[src/rtl/mem_wr_arbiter_pkg.sv]
// Shared constants and types for the round-robin write arbiter and its store.
package mem_wr_arbiter_pkg;

  localparam int unsigned NUM_REQ = 4;
  localparam int unsigned DEPTH   = 4;
  localparam int unsigned WIDTH   = 2;
  localparam int unsigned AW      = 2;

  // Pointer width matches NUM_REQ = 4, so ptr + 1 wraps modulo NUM_REQ for free.
  typedef logic [1:0] ptr_t;

endpackage

[src/rtl/mem_wr_arbiter_rr_pick.sv]
// Combinational round-robin picker: first requester at or after ptr, wrapping.
module rr_pick
  import mem_wr_arbiter_pkg::*;
(
  input  logic [NUM_REQ-1:0] req,
  input  ptr_t               ptr,
  output logic [NUM_REQ-1:0] win_oh,
  output logic               valid
);

  ptr_t idx;

  always_comb begin
    win_oh = '0;
    valid  = 1'b0;
    idx    = ptr;
    for (int k = 0; k < NUM_REQ; k++) begin
      idx = ptr + ptr_t'(k);
      if (!valid && req[idx]) begin
        win_oh[idx] = 1'b1;
        valid       = 1'b1;
      end
    end
  end

endmodule

[src/rtl/mem_wr_arbiter.sv]
// Round-robin write arbiter owning a small 4x2 register store with a packed readout.
module mem_wr_arbiter
  import mem_wr_arbiter_pkg::*;
#(
  parameter int unsigned NUM_REQ_P = NUM_REQ,
  parameter int unsigned DEPTH_P   = DEPTH,
  parameter int unsigned WIDTH_P   = WIDTH
) (
  input  logic                         clk,
  input  logic                         rst,
  input  logic [NUM_REQ_P-1:0]         req,
  input  logic [NUM_REQ_P*AW-1:0]      addr,
  input  logic [NUM_REQ_P*WIDTH_P-1:0] wdata,
  input  logic                         clr,
  output logic [NUM_REQ_P-1:0]         gnt,
  output logic                         busy,
  output logic [DEPTH_P*WIDTH_P-1:0]   out
);

  logic [WIDTH_P-1:0]   mem_q [DEPTH_P];
  ptr_t                 ptr_q;
  logic [NUM_REQ_P-1:0] gnt_q;
  logic                 busy_q;

  logic [NUM_REQ_P-1:0] win_oh;
  logic                 win_valid;
  ptr_t                 win_idx;
  logic [AW-1:0]        addr_w;
  logic [WIDTH_P-1:0]   wdata_w;

  rr_pick u_rr_pick (
    .req    (req),
    .ptr    (ptr_q),
    .win_oh (win_oh),
    .valid  (win_valid)
  );

  // Encode the one-hot winner and mux out its address and data.
  always_comb begin
    win_idx = '0;
    addr_w  = '0;
    wdata_w = '0;
    for (int i = 0; i < NUM_REQ_P; i++) begin
      if (win_oh[i]) begin
        win_idx = ptr_t'(i);
        addr_w  = addr[AW*i +: AW];
        wdata_w = wdata[WIDTH_P*i +: WIDTH_P];
      end
    end
  end

  always_ff @(posedge clk or posedge rst) begin
    if (rst) begin
      for (int i = 0; i < DEPTH_P; i++) mem_q[i] <= '0;
      ptr_q  <= '0;
      gnt_q  <= '0;
      busy_q <= 1'b0;
    end else if (clr) begin
      for (int i = 0; i < DEPTH_P; i++) mem_q[i] <= '0;
      gnt_q  <= '0;
      busy_q <= |req;
    end else begin
      gnt_q  <= win_valid ? win_oh : '0;
      busy_q <= |(req & ~win_oh);
      if (win_valid) begin
        mem_q[addr_w] <= wdata_w;
        ptr_q         <= win_idx + ptr_t'(1);
      end
    end
  end

  always_comb begin
    out = '0;
    for (int i = 0; i < DEPTH_P; i++) out[(DEPTH_P-1-i)*WIDTH_P +: WIDTH_P] = mem_q[i];
  end

  assign gnt  = gnt_q;
  assign busy = busy_q;

endmodule

[config.mk]
export PLATFORM = sky130hd
export DESIGN_NAME = mem_wr_arbiter
export DESIGN_NICKNAME = d
export VERILOG_FILES = /design/src/rtl/mem_wr_arbiter_pkg.sv /design/src/rtl/mem_wr_arbiter_rr_pick.sv /design/src/rtl/mem_wr_arbiter.sv
export SDC_FILE = /design/constraint.sdc
export NUM_CORES = 1
export LEC_CHECK = 0
export ABC_AREA = 1
export CAP_MARGIN = 20
export CORE_ASPECT_RATIO = 0.8
export CORE_MARGIN = 10
export CORE_UTILIZATION = 45
export CTS_CLUSTER_SIZE = 20
export DETAILED_ROUTE_END_ITERATION = 6
export GPL_TIMING_DRIVEN = 0
export PLACE_DENSITY = 0.74
export RECOVER_POWER = 100
export SYNTH_ARGS = -nofsm -noshare
export SYNTH_HDL_FRONTEND = slang
export SYNTH_SLANG_ARGS = --single-unit
[constraint.sdc]
create_clock -name clk -period 6.44 [get_ports clk]
set_input_delay 1.288 -clock clk [delete_from_list [all_inputs] [get_ports clk]]
set_output_delay 1.288 -clock clk [all_outputs]
set_load 0.1 [all_outputs]
==> results of run 1 <==
[worst max-delay path, stage by stage]
cell           delay (ns)
dlygate4sd3_1        0.61
nand2_1              0.10
nand3_1              0.16
nand2_1              0.32
nand2_4              0.07
nor2_1               0.23
nand2_1              0.09
clkinv_1             0.07
nand2_1              0.06
nand2_1              0.14
nand2_1              0.06
nand2_1              0.07
o211ai_1             0.08
o21ai_0              0.46
nand2_1              0.10
nand2_1              0.08
[per-layer routing]
layer	part of all wire, %	vias to the layer above
li1	-	638
met4	0.86	0
met2	43	63
met3	10	4
met5	0	-
met1	46	610
[cell usage after synthesis]
library cell,instances,area (um2)
inv_1,15,56.30
nor2_1,11,41.29
o21ai_0,3,15.01
or2_1,1,6.260
o22ai_1,2,12.51
nor2_2,1,6.260
o211ai_1,2,15.01
inv_2,7,26.28
dfrtp_1,15,375.4
nand2_2,11,68.82
nand3_1,23,115.1
ha_1,6,75.07
a31oi_1,1,6.260
nand4_1,1,6.260
nand2_1,55,206.5
nand3_2,3,30.03
a21oi_1,3,15.01
nand3_4,2,35.03
o21ai_1,2,10.01
nand2_4,3,33.78
nor3_1,1,5.000
clkinv_1,3,11.26
or2_0,1,6.260
nor2_4,4,45.04
[stage by stage]
step / setup slack [ns] / cells / hold slack, ns / instance area [um2] / utilization, %
floorplan: 3.759 / 176 / 0.7582 / 1224 / -
global placement: 3.027 / 247 / 0.4814 / 1619 / 64.19
detailed placement: 2.970 / 247 / 0.4867 / 1619 / 64.19
CTS: 3.278 / 251 / 0.5084 / 1647 / 65.28
global route: 2.452 / 251 / 0.5299 / 1612 / 63.89
finish: 2.670 / 251 / 0.4961 / 1612 / 63.89
[layout make-up]
cell class,count,area [um2]
inverters,25,93.84
flip-flops and latches,15,375.4
clock inverters,1,5.005
well taps,36,45.04
fillers,248,910.9
clock buffers,3,22.52
repair buffers,35,350.3
multi-input cells,136,719.4
[cells by family (layout without fill, tap and decap cells)]
| logic type | count (synthesis) | count (layout) |
|---|---|---|
| buf+inv | 25 | 64 |
| simple gates | 117 | 117 |
| compound gates | 13 | 13 |
| flops | 15 | 15 |
| fa+ha+maj | 6 | 6 |
[worst max path at each step]
stage	from	end	slack, ns	cells past startpoint
finish	req[3]	out[4]	2.67	16
global route	req[3]	out[2]	2.45	16
CTS	req[3]	out[7]	3.28	15
detailed placement	req[3]	out[5]	2.97	15
global placement	req[1]	out[6]	3.03	15
floorplan	req[1]	out[1]	3.76	17
[registers in the layout (all words and copies together), names as in the netlist]
signal / cells
busy: 1
ptr_q: 2
out: 8
gnt: 4
==> impl_metrics.yaml, run 1 <==
sta:
  setup_viol: 0
  worst_slew_pin_slew_ns: 1.008
  fin_setup_tns_ns: 0
  fmax_ghz: 0.2652
  rsz0062_at_grt: "no"
  clock_skew_ns: 0.001658
  period_share_pct: 58.54
  maxSlewViolCount: 0
  min_period_ns: 3.770
  slew_headroom_pct: 32.61
  hold_viol_final: 0
floorplan:
  num_rows: 16
  design.core.area_um2: 2522
  die_w_um: 78.30
  start_util_pct: 48.51
  ios: 36
  chipHeight_um: 66.64
  dieArea_um2: 5218
setup_path:
  worstSetupPathType: "input port to register"
  reg2reg_depth: 17
  cp.required_ns: 6.67
  reg2reg_to: "out[4]"
  setup.reg_to_reg.worst_slack_ns: 3.41
  critPathArrivalTime_ns: 4.00
  cp-start-kind: "input port"
  reg2reg_from: "ptr_q[0]"
  crit_fanout: 8
  cp-end-kind: "register"
grt:
  grt_util_met3_pct: 5.228
  grt_use_met1_pct: 17.92
  grt_overflow: 0
  grt_max_degree: 16
  grt_use_met2_pct: 20.59
  grt_pass1_wl_mm: 5.892
  grt_busiest_layer: "met2"
  grt_pass1_vias: 1242
  track_usage_pct: 13.59
  antenna_found_initial: 0
placement:
  place.port_buffers: 35
  hpwl_mm: 2.955
  globalplace.congestion: 0.8719
cts:
  cts_buffers: 3
  cts_resized: 0
  clockBufferDepth: 2
  path_clk_slew_ns: 0.09
  cts_setup_buffers: 0
  clockRootBuffer: "clkbuf_4"
  cts_tree: "yes"
  htreeDepth: 1
  postCtsHoldBufs: 0
  cts_sinks: 15
  insertion_delay_ns: 0.29
drt:
  drt_iter0_markers: 113
  ant_nets: 0
  avgRoutedWirePerCell_um: 13.90
  totalWireLength_mm: 3.488
  avgViaCountPerCell: 5.239
  route.detailed.drc: 0
  vias: 1315
  first_pass_iters: 5
yosys:
  synth.area.mux_share_pct: 0
  avgSynthCellArea_um2: 6.953
  ys_ff_latch: 15
  synth_cell_type_count: 24
  synthAdderAreaFrac_pct: 6.135
  yosysWarnings: 0
  syn_inst: 176
  synth-compound-area-share_pct: 6.033
  yosys.area_share.simple_pct: 49.49
  synth_xor_area_share_pct: 0
  ys_seq_area_share_pct: 30.67
  synth_top_family_by_area: "simple AND/OR/NAND/NOR gates"
  synthesis.area_um2: 1224
  synth_nets: 205
hold_path:
  min_from: "out[1]"
  min_path_type: "register to register"
  holdPathStages: 2
  worst_hold_path.endpoint: "out[1]"
final_layout:
  num_antenna_cells: 0
  final_cell_mix: "nand2_1, nand3_1, clkdlybuf4s50_1"
  final_common_cell: "nand2_1"
  nNetsFinal: 245
  drive_gt1_share_pct: 13.49
  syn2layout_area_growth_pct: 31.70
run:
  cap_violations: 0
run_status:
  status: "finished clean"
Power of run 1 is left out: the tool's default activity adds up to more than one toggle a clock period on the data nets, which glitch-free logic cannot reach.
==> run 2: changes to the inputs <==
==> constraint.sdc (replaced) <==
create_clock -name clk -period 3.9 [get_ports clk]
set_input_delay 0.78 -clock clk [delete_from_list [all_inputs] [get_ports clk]]
set_output_delay 0.78 -clock clk [all_outputs]
set_load 0.1 [all_outputs]
==> run 2 against run 1 <==
  * Clock skew is 0.00070 ns higher
  * Sequential cell count stayed put
  * Global-route usage unchanged
  * Core utilization is 0.69 points higher
  * Non-clock buffer count stayed put
  * Wire length increased by 0.34%
==> impl_metrics.yaml, run 2 (synthesis gave the netlist of run 1 again) <==
run_status:
  status: "finished clean"
drt:
  avgViaCountPerCell: 5.311
  vias: 1333
  totalWireLength_mm: 3.500
  ant_nets: 0
  route.detailed.drc: 0
  drt_iter0_markers: 119
  avgRoutedWirePerCell_um: 13.94
  first_pass_iters: 4
placement:
  globalplace.congestion: 0.8719
  pre_cts_ws_ns: 0.9382
  hpwl_mm: 2.955
  place.port_buffers: 35
grt:
  grt_max_degree: 16
  grt_overflow: 0
  grt_pass1_vias: 1242
  grt_pass1_wl_mm: 5.892
  antenna_found_initial: 0
  track_usage_pct: 13.59
setup_path:
  reg2reg_to: "out[4]"
  reg2reg_from: "ptr_q[0]"
  worstSetupPathType: "register to register"
  cp.required_ns: 4.13
  reg2reg_depth: 17
  cp-start-kind: "register"
  setup.reg_to_reg.worst_slack_ns: 0.83
  cp-end-kind: "register"
  crit_fanout: 10
  critPathArrivalTime_ns: 3.31
final_layout:
  final_cell_mix: "nand2_1, nand3_1, clkdlybuf4s50_1"
  num_antenna_cells: 0
  final_common_cell: "nand2_1"
  drive_gt1_share_pct: 13.49
  syn2layout_area_growth_pct: 33.13
  nNetsFinal: 245
  largest_reg_flops: 8
sta:
  period_share_pct: 78.78
  worst_slew_pin_slew_ns: 1.008
  fin_setup_tns_ns: 0
  slew_headroom_pct: 32.61
  layout_setup_ws_ns: 0.8276
  min_period_ns: 3.072
  setup_viol: 0
  fmax_ghz: 0.3255
  rsz0062_at_grt: "no"
  maxSlewViolCount: 0
  hold_viol_final: 0
  clock_skew_ns: 0.002356
cts:
  clockBufferDepth: 2
  htreeDepth: 1
  cts_tree: "yes"
  path_clk_slew_ns: 0.09
  cts_buffers: 3
  postCtsHoldBufs: 0
  cts_sinks: 15
  cts_setup_buffers: 0
  cts_resized: 0
  insertion_delay_ns: 0.29
  clockRootBuffer: "clkbuf_4"
floorplan:
  start_util_pct: 48.51
  dieArea_um2: 5218
  ios: 36
  chipHeight_um: 66.64
  design.core.area_um2: 2522
  die_w_um: 78.30
  num_rows: 16
hold_path:
  min_from: "out[1]"
  worst_hold_path.endpoint: "out[1]"
  holdPathStages: 2
  min_path_type: "register to register"
run:
  cap_violations: 0
## run 2: final cells by class
cell class / instances / area (um2)
fill: 246 / 893.4
multi-input combinational: 136 / 737.0
sequential: 15 / 375.4
timing repair buffer: 35 / 350.3
inverter: 25 / 93.84
tap: 36 / 45.04
clock buffer: 3 / 22.52
clock inverter: 1 / 5.005
## run 2: worst max-delay path by stage
stage               startpoint      to  slack [ns]  cells after the start
CTS                   ptr_q[0]  out[7]        1.19                     17
detailed placement      req[3]  out[5]        0.94                     15
global placement        req[1]  out[6]        0.99                     15
global route          ptr_q[1]  out[2]        0.52                     17
finish                ptr_q[0]  out[4]        0.83                     17
floorplan             ptr_q[0]  out[1]        1.60                     19
## run 2: metal layers
layer | track usage (%) | share of wire [%] | vias to the layer above
li1 | - | - | 638
met1 | 17.92 | 46 | 619
met2 | 20.59 | 43 | 70
met3 | 5.228 | 10 | 6
met4 | 2.679 | 0.97 | 0
met5 | 0 | 0 | -
## run 2: critical path: stages, from the launching register on
cell      delay [ns]
dfrtp_1         0.57
inv_2           0.18
ha_1            0.38
inv_1           0.11
nand3_1         0.09
nand2_1         0.17
nand2_4         0.07
nor2_1          0.22
nand2_1         0.09
clkinv_1        0.07
nand2_1         0.06
nand2_1         0.14
nand2_1         0.06
nand2_1         0.07
o211ai_1        0.08
o21ai_0         0.46
nand2_1         0.10
nand2_1         0.08
## run 2: stage by stage
step / utilization, % / hold WS, ns / std cells / area [um2]
after floorplan: - / 0.6815 / 176 / 1224
after global placement: 64.19 / 0.4814 / 247 / 1619
after detailed placement: 64.19 / 0.4867 / 247 / 1619
after CTS: 65.28 / 0.5084 / 251 / 1647
after global routing: 64.58 / 0.5299 / 251 / 1629
final: 64.58 / 0.4961 / 251 / 1629
Power of run 2 is left out for the same reason.
